File: config.mk
export PLATFORM = sky130hd
export DESIGN_NAME = key_debounce
export DESIGN_NICKNAME = d
export VERILOG_FILES = /design/src/rtl/key_debounce_bit.sv /design/src/rtl/key_debounce.sv
export SDC_FILE = /design/constraint.sdc
export NUM_CORES = 1
export LEC_CHECK = 0
export ABC_CLOCK_PERIOD_IN_PS = 3500
export BUFFER_PORTS_ARGS = -buffer_cell sky130_fd_sc_hd__buf_2
export CORE_ASPECT_RATIO = 1.4
export CORE_UTILIZATION = 40
export CTS_CLUSTER_SIZE = 12
export DETAILED_ROUTE_END_ITERATION = 6
export GPL_ROUTABILITY_DRIVEN = 0
export MAX_ROUTING_LAYER = met4
export REMOVE_ABC_BUFFERS = 1
export SLEW_MARGIN = 40
export SYNTH_ARGS = -nofsm -noshare
export SYNTH_HDL_FRONTEND = slang
export SYNTH_HIERARCHICAL = 1
export SYNTH_SLANG_ARGS = --single-unit
File: constraint.sdc
create_clock -name clk -period 3.5 [get_ports clk]
set_input_delay 0.7 -clock clk [delete_from_list [all_inputs] [get_ports clk]]
set_output_delay 0.7 -clock clk [all_outputs]
set_load 0.1 [all_outputs]
File: src/rtl/key_debounce_bit.sv
// One input bit: two-flop synchroniser, stability counter and registered edge strobes.
// The clean level only moves after the synchronised input has differed from it for STABLE_CYCLES edges.
module key_debounce_bit #(
  parameter int unsigned STABLE_CYCLES = 20000,
  parameter logic        IDLE          = 1'b0
) (
  input  logic clk,
  input  logic rst,
  input  logic raw_in,
  output logic level_out,
  output logic rise_out,
  output logic fall_out
);

  localparam int unsigned     CNT_W    = $clog2(STABLE_CYCLES);
  localparam logic [CNT_W-1:0] CNT_LAST = CNT_W'(STABLE_CYCLES - 1);

  logic             sync1_q, sync1_d;
  logic             sync2_q, sync2_d;
  logic             level_q, level_d;
  logic             rise_q, rise_d;
  logic             fall_q, fall_d;
  logic [CNT_W-1:0] cnt_q, cnt_d;

  always_comb begin
    sync1_d = raw_in;
    sync2_d = sync1_q;
    level_d = level_q;
    cnt_d   = '0;
    rise_d  = 1'b0;
    fall_d  = 1'b0;
    // Any agreement with the clean level restarts the count, so bounces never accumulate.
    if (sync2_q != level_q) begin
      if (cnt_q == CNT_LAST) begin
        level_d = sync2_q;
        rise_d  = sync2_q;
        fall_d  = ~sync2_q;
      end else begin
        cnt_d = cnt_q + CNT_W'(1);
      end
    end
  end

  always_ff @(posedge clk) begin
    if (!rst) begin
      sync1_q <= IDLE;
      sync2_q <= IDLE;
      level_q <= IDLE;
      cnt_q   <= '0;
      rise_q  <= 1'b0;
      fall_q  <= 1'b0;
    end else begin
      sync1_q <= sync1_d;
      sync2_q <= sync2_d;
      level_q <= level_d;
      cnt_q   <= cnt_d;
      rise_q  <= rise_d;
      fall_q  <= fall_d;
    end
  end

  assign level_out = level_q;
  assign rise_out  = rise_q;
  assign fall_out  = fall_q;

endmodule

File: src/rtl/key_debounce.sv
// Debounces a group of WIDTH switch/button inputs and flags any accepted change on the group.
// All outputs come from flops inside key_debounce_bit; changed is only an OR of registered strobes.
module key_debounce #(
  parameter int unsigned      WIDTH         = 8,
  parameter int unsigned      STABLE_CYCLES = 20000,
  parameter logic [WIDTH-1:0] IDLE_LEVEL    = {WIDTH{1'b0}}
) (
  input  logic             clk,
  input  logic             rst,
  input  logic [WIDTH-1:0] raw_in,
  output logic [WIDTH-1:0] level_out,
  output logic [WIDTH-1:0] rise_out,
  output logic [WIDTH-1:0] fall_out,
  output logic             changed
);

  if (STABLE_CYCLES < 2 || STABLE_CYCLES > (1 << 20)) begin : g_bad_stable_cycles
    $error("key_debounce: STABLE_CYCLES must be in 2..2^20");
  end

  for (genvar i = 0; i < WIDTH; i++) begin : g_bit
    key_debounce_bit #(
      .STABLE_CYCLES (STABLE_CYCLES),
      .IDLE          (IDLE_LEVEL[i])
    ) u_bit (
      .clk       (clk),
      .rst       (rst),
      .raw_in    (raw_in[i]),
      .level_out (level_out[i]),
      .rise_out  (rise_out[i]),
      .fall_out  (fall_out[i])
    );
  end

  assign changed = |(rise_out | fall_out);

endmodule

Yosys cells after proc, flatten, opt, wreduce, memory -nomap -nowiden
Cells that the tools add are included.
{"block": "op_classes", "n_div": 0, "mul": 0, "order_cmp": 0, "n_bitwise": 18, "n_eq_ne": 16, "n_addsub": 8, "n_mux": 0, "shifts": 0, "reduce_logical": 25}
{"operator": "$add 15x1->15 const B", "count": 8}
{"operator": "$eq 15x15->1 const B", "count": 8}
{"operator": "$reduce_and 3->1", "count": 8}
{"operator": "$reduce_or 3->1", "count": 8}
{"operator": "$not 1->1", "count": 17}
{"operator": "$reduce_and 2->1", "count": 8}
{"operator": "$ne 1x1->1", "count": 8}
{"operator": "$or 8x8->8", "count": 1}
{"operator": "$reduce_or 8->1", "count": 1}
{"block": "totals", "memories": 0, "mem_bits_ro": 0, "latchBits": 0, "mem_bits_rw": 0, "out_inout_bits": 25, "reg_bits": 160, "wordCells": 115, "inputBits": 10}

Longest topological paths before layout
{"block": "depth", "depth_word": 3, "mapped_depth": 6, "ltp_nobuf": 5}

Modules after synthesis
Netlist, hierarchy kept.
{"module": "key_debounce_bit", "area_each_um2": 843.3, "seq_area_each_um2": 400.4, "cells_per_inst": 87, "instances": 8}
{"module": "key_debounce", "area_each_um2": 31.3, "seq_area_each_um2": 0.0, "cells_per_inst": 5, "instances": 1}

Worst setup path before layout
OpenSTA, ideal clock, no wires.
{"block": "synth_timing", "path_type": "register to output", "from": "reg g_bit[6].u_bit.rise_q", "to": "out changed", "slack_ns": 0.849, "path_stages_with_launch": 3, "path_buffers": 0, "t_required_ns": 2.800, "t_arrival_ns": 1.951, "path_cell_list": "dfxtp_1 -> nor4_1 -> nand4_1"}
{"block": "synth_between", "elab_chain_cells": 2}
{"element": "start: declaration", "line_no": "key_debounce_bit.sv:21", "text": "logic rise_q, rise_d;"}
{"element": "start signal: assignment", "line_no": "key_debounce_bit.sv:57", "text": "rise_q <= rise_d;"}
{"element": "$or 8x8->8", "line_no": "key_debounce.sv:35", "text": "assign changed = |(rise_out | fall_out);"}
{"element": "$reduce_or 8->1", "line_no": "key_debounce.sv:35"}
{"element": "end: declaration", "line_no": "key_debounce.sv:14", "text": "output logic changed"}
No other way between the ends.

Final worst setup path
{"block": "layout_timing", "from": "reg g_bit[3].u_bit.fall_q", "to": "out changed"}
{"block": "layout_between", "elab_chain_cells": 2}
{"element": "start: declaration", "line_no": "key_debounce_bit.sv:22", "text": "logic fall_q, fall_d;"}
{"element": "start signal: assignment", "line_no": "key_debounce_bit.sv:58", "text": "fall_q <= fall_d;"}
{"element": "$or 8x8->8", "line_no": "key_debounce.sv:35"}
{"element": "$reduce_or 8->1", "line_no": "key_debounce.sv:35"}
No other way between the ends.

==> qor.yml <==
power_frac_seq_pct: 49.4
synthesis.area_sq_um: 6780
ys_seq_area_share_pct: 47.3
yosys_warnings: 6
relSlewSlack_pct: 66.2
core.rowCount: 55
nets: 764
die_h_um: 156
maxSlewViolCount: 0
arrival_ns: 1.46
setup_viol: 0
portBuffers: 34
synthDistinctLibCells: 20
worst_pin_slew_ns: 0.510
power_frac_comb_pct: 1.2
switching_share_pct: 20.7
start_util_pct: 41.4
intPower_w: 0.00296
rrSetupSlack_ns: 1.65
drt_pre_antenna_iters: 7
overflow: 0
hpwl_um: 8570
p_clk_share_pct: 49.5
drive_gt1_share_pct: 11.9
cap_violations: 0
power_density_nw_per_um2: 485
die_w_um: 112
peakVddDrop_mv: 0.310
drc: 3
worstSkewPairLatency_ns: 0.42
postCtsHoldBufs: 0
leakagePower_nw: 2.55
die_area_sq_um: 17500
cts_tree: "yes"
cts_sinks: 160
antennaDiodeCount: 0
hold_violations: 0
fin_skew_ns: 0.00896
cts.repair.resized: 0
cp-start-kind: "flop"
violations: "DRC"
synth_cells: 701
status: "finished, violations left"
grt_max_degree: 41
cts_setup_buffers: 0
fillerInstances: 1584
grt_pass1_vias: 4644
wl_um: 12200
clock-root-buffer: "clkbuf_16"
critPathKind: "flop to primary output"
max_freq_mhz: 462
holdWs_ns: 0.430
io_pins: 35
antenna_found_initial: 0
grt_first_pass_wirelength_um: 21100
clock_path_buffers: 2
wl_per_cell_um: 12.7
avgSynthCellArea_sq_um: 9.67
p_sw_w: 0.000772
htree_levels: 4
syn2layout_area_growth_pct: 13.3
power.total_w: 0.00373
required_ns: 2.80
cts_buffers: 17
period_share_pct: 61.8
clkTransAtPathRegs_ns: 0.06
ys_seq_elements: 160
path_max_fanout: 2
min_period_ns: 2.16
rsz0062_at_grt: "false"
grt_util_all_layers_pct: 15.5
finalSetupTns_ns: 0
hp-class: "flop to flop"
drtIter0Drc: 239
endpoint_kind: "primary output"
antenna_left: 0
vias: 4852
core_sq_um: 16400
viasPerCell: 5.06
cells in the final DEF (no fill, tap or decap), types with 16 or more instances in the layout:
cell type	n
dfxtp_1	160
nor2_1	144
xnor2_1	96
nor4_1	44
nand2_1	40
nand4_1	33
buf_2	33
nand3_1	32
inv_1	24
clkbuf_16	17
xor2_1	16
nor3_1	16
and2_1	16
nor3b_1	16
per-stage QoR:
stage          util, %  setup WS (ns)  std cells  instance area, sq um
2_1_floorplan        -          0.849        693                  6660
3_3_place_gp      43.2           1.61        926                  7080
3_5_place_dp      43.2           1.55        926                  7080
4_1_cts           46.9           1.30        958                  7680
5_1_grt           46.9           1.26        958                  7680
6_report          46.9           1.34        958                  7680
registers in the layout (all words and copies together), names as in the netlist:
signal	count
g_bit.u_bit/cnt_q	120
g_bit.u_bit/sync1_q	8
g_bit.u_bit/fall_out	8
g_bit.u_bit/level_out	8
g_bit.u_bit/rise_out	8
g_bit.u_bit/sync2_q	8
final timing paths:
check                                      from                             endpoint  cells after the start
max          g_bit[3].u_bit/fall_out$_SDFF_PN0_                              changed                      3
min           g_bit[0].u_bit/sync1_q$_SDFF_PN0_    g_bit[0].u_bit/sync2_q$_SDFF_PN0_                      1
min reg2reg   g_bit[0].u_bit/sync1_q$_SDFF_PN0_    g_bit[0].u_bit/sync2_q$_SDFF_PN0_                      1
max reg2reg  g_bit[0].u_bit/cnt_q[0]$_SDFF_PP0_  g_bit[0].u_bit/cnt_q[13]$_SDFF_PP0_                      5
logic make-up after synthesis:
group / count (synthesis) / synth area share (%)
simple gates: 381 / 32.5
flops: 160 / 47.3
xor+xnor: 112 / 14.5
mux: 8 / 1.18
fa+ha+maj: 8 / 1.48
buf+inv: 32 / 3.10
cell usage after synthesis, drive strengths merged:
library cell	count	area, sq um
mux2i	8	80.1
inv	24	90.1
nand3b	8	160
xnor2	96	841
nor3b	16	120
or4b	16	190
ha	8	100
nand4	33	206
dfxtp	160	3200
nor2	144	541
nand3	32	160
xor2	16	140
and2	16	100
buf	8	120
nor2b	8	50.1
nor4	52	445
nor3	16	80.1
nand2	40	150
per-layer routing:
| layer | part of all wire, % | track usage (%) |
|---|---|---|
| met3 | 3.9 | 3.96 |
| met4 | 2.0 | 7.68 |
| met5 | 0 | - |
| met1 | 47 | 17.6 |
| met2 | 48 | 25.1 |
layout make-up:
type / count / area [sq um] / share of cell area, %
Multi-Input combinational cell: 509 / 3360 / 43.8
Tap cell: 199 / 249 / 3.24
Inverter: 24 / 90.1 / 1.17
Clock buffer: 20 / 467 / 6.08
Sequential cell: 160 / 3200 / 41.7
Clock inverter: 12 / 133 / 1.73
Timing Repair Buffer: 34 / 173 / 2.25
power groups by stage:
stage                     Combinational [W]  Clock (W)  Sequential, W
after floorplan                   0.0000240          0        0.00188
after global placement            0.0000428          0        0.00188
after detailed placement          0.0000441          0        0.00188
after CTS                         0.0000442    0.00190        0.00184
after global routing              0.0000488    0.00197        0.00184
final                             0.0000431    0.00184        0.00184
critical path: stages (launching register included):
cell and delay, ns:
dfxtp_1 0.34, nor4_1 0.28, nand4_1 0.12, buf_2 0.31
(Power assumes the default switching activity.)
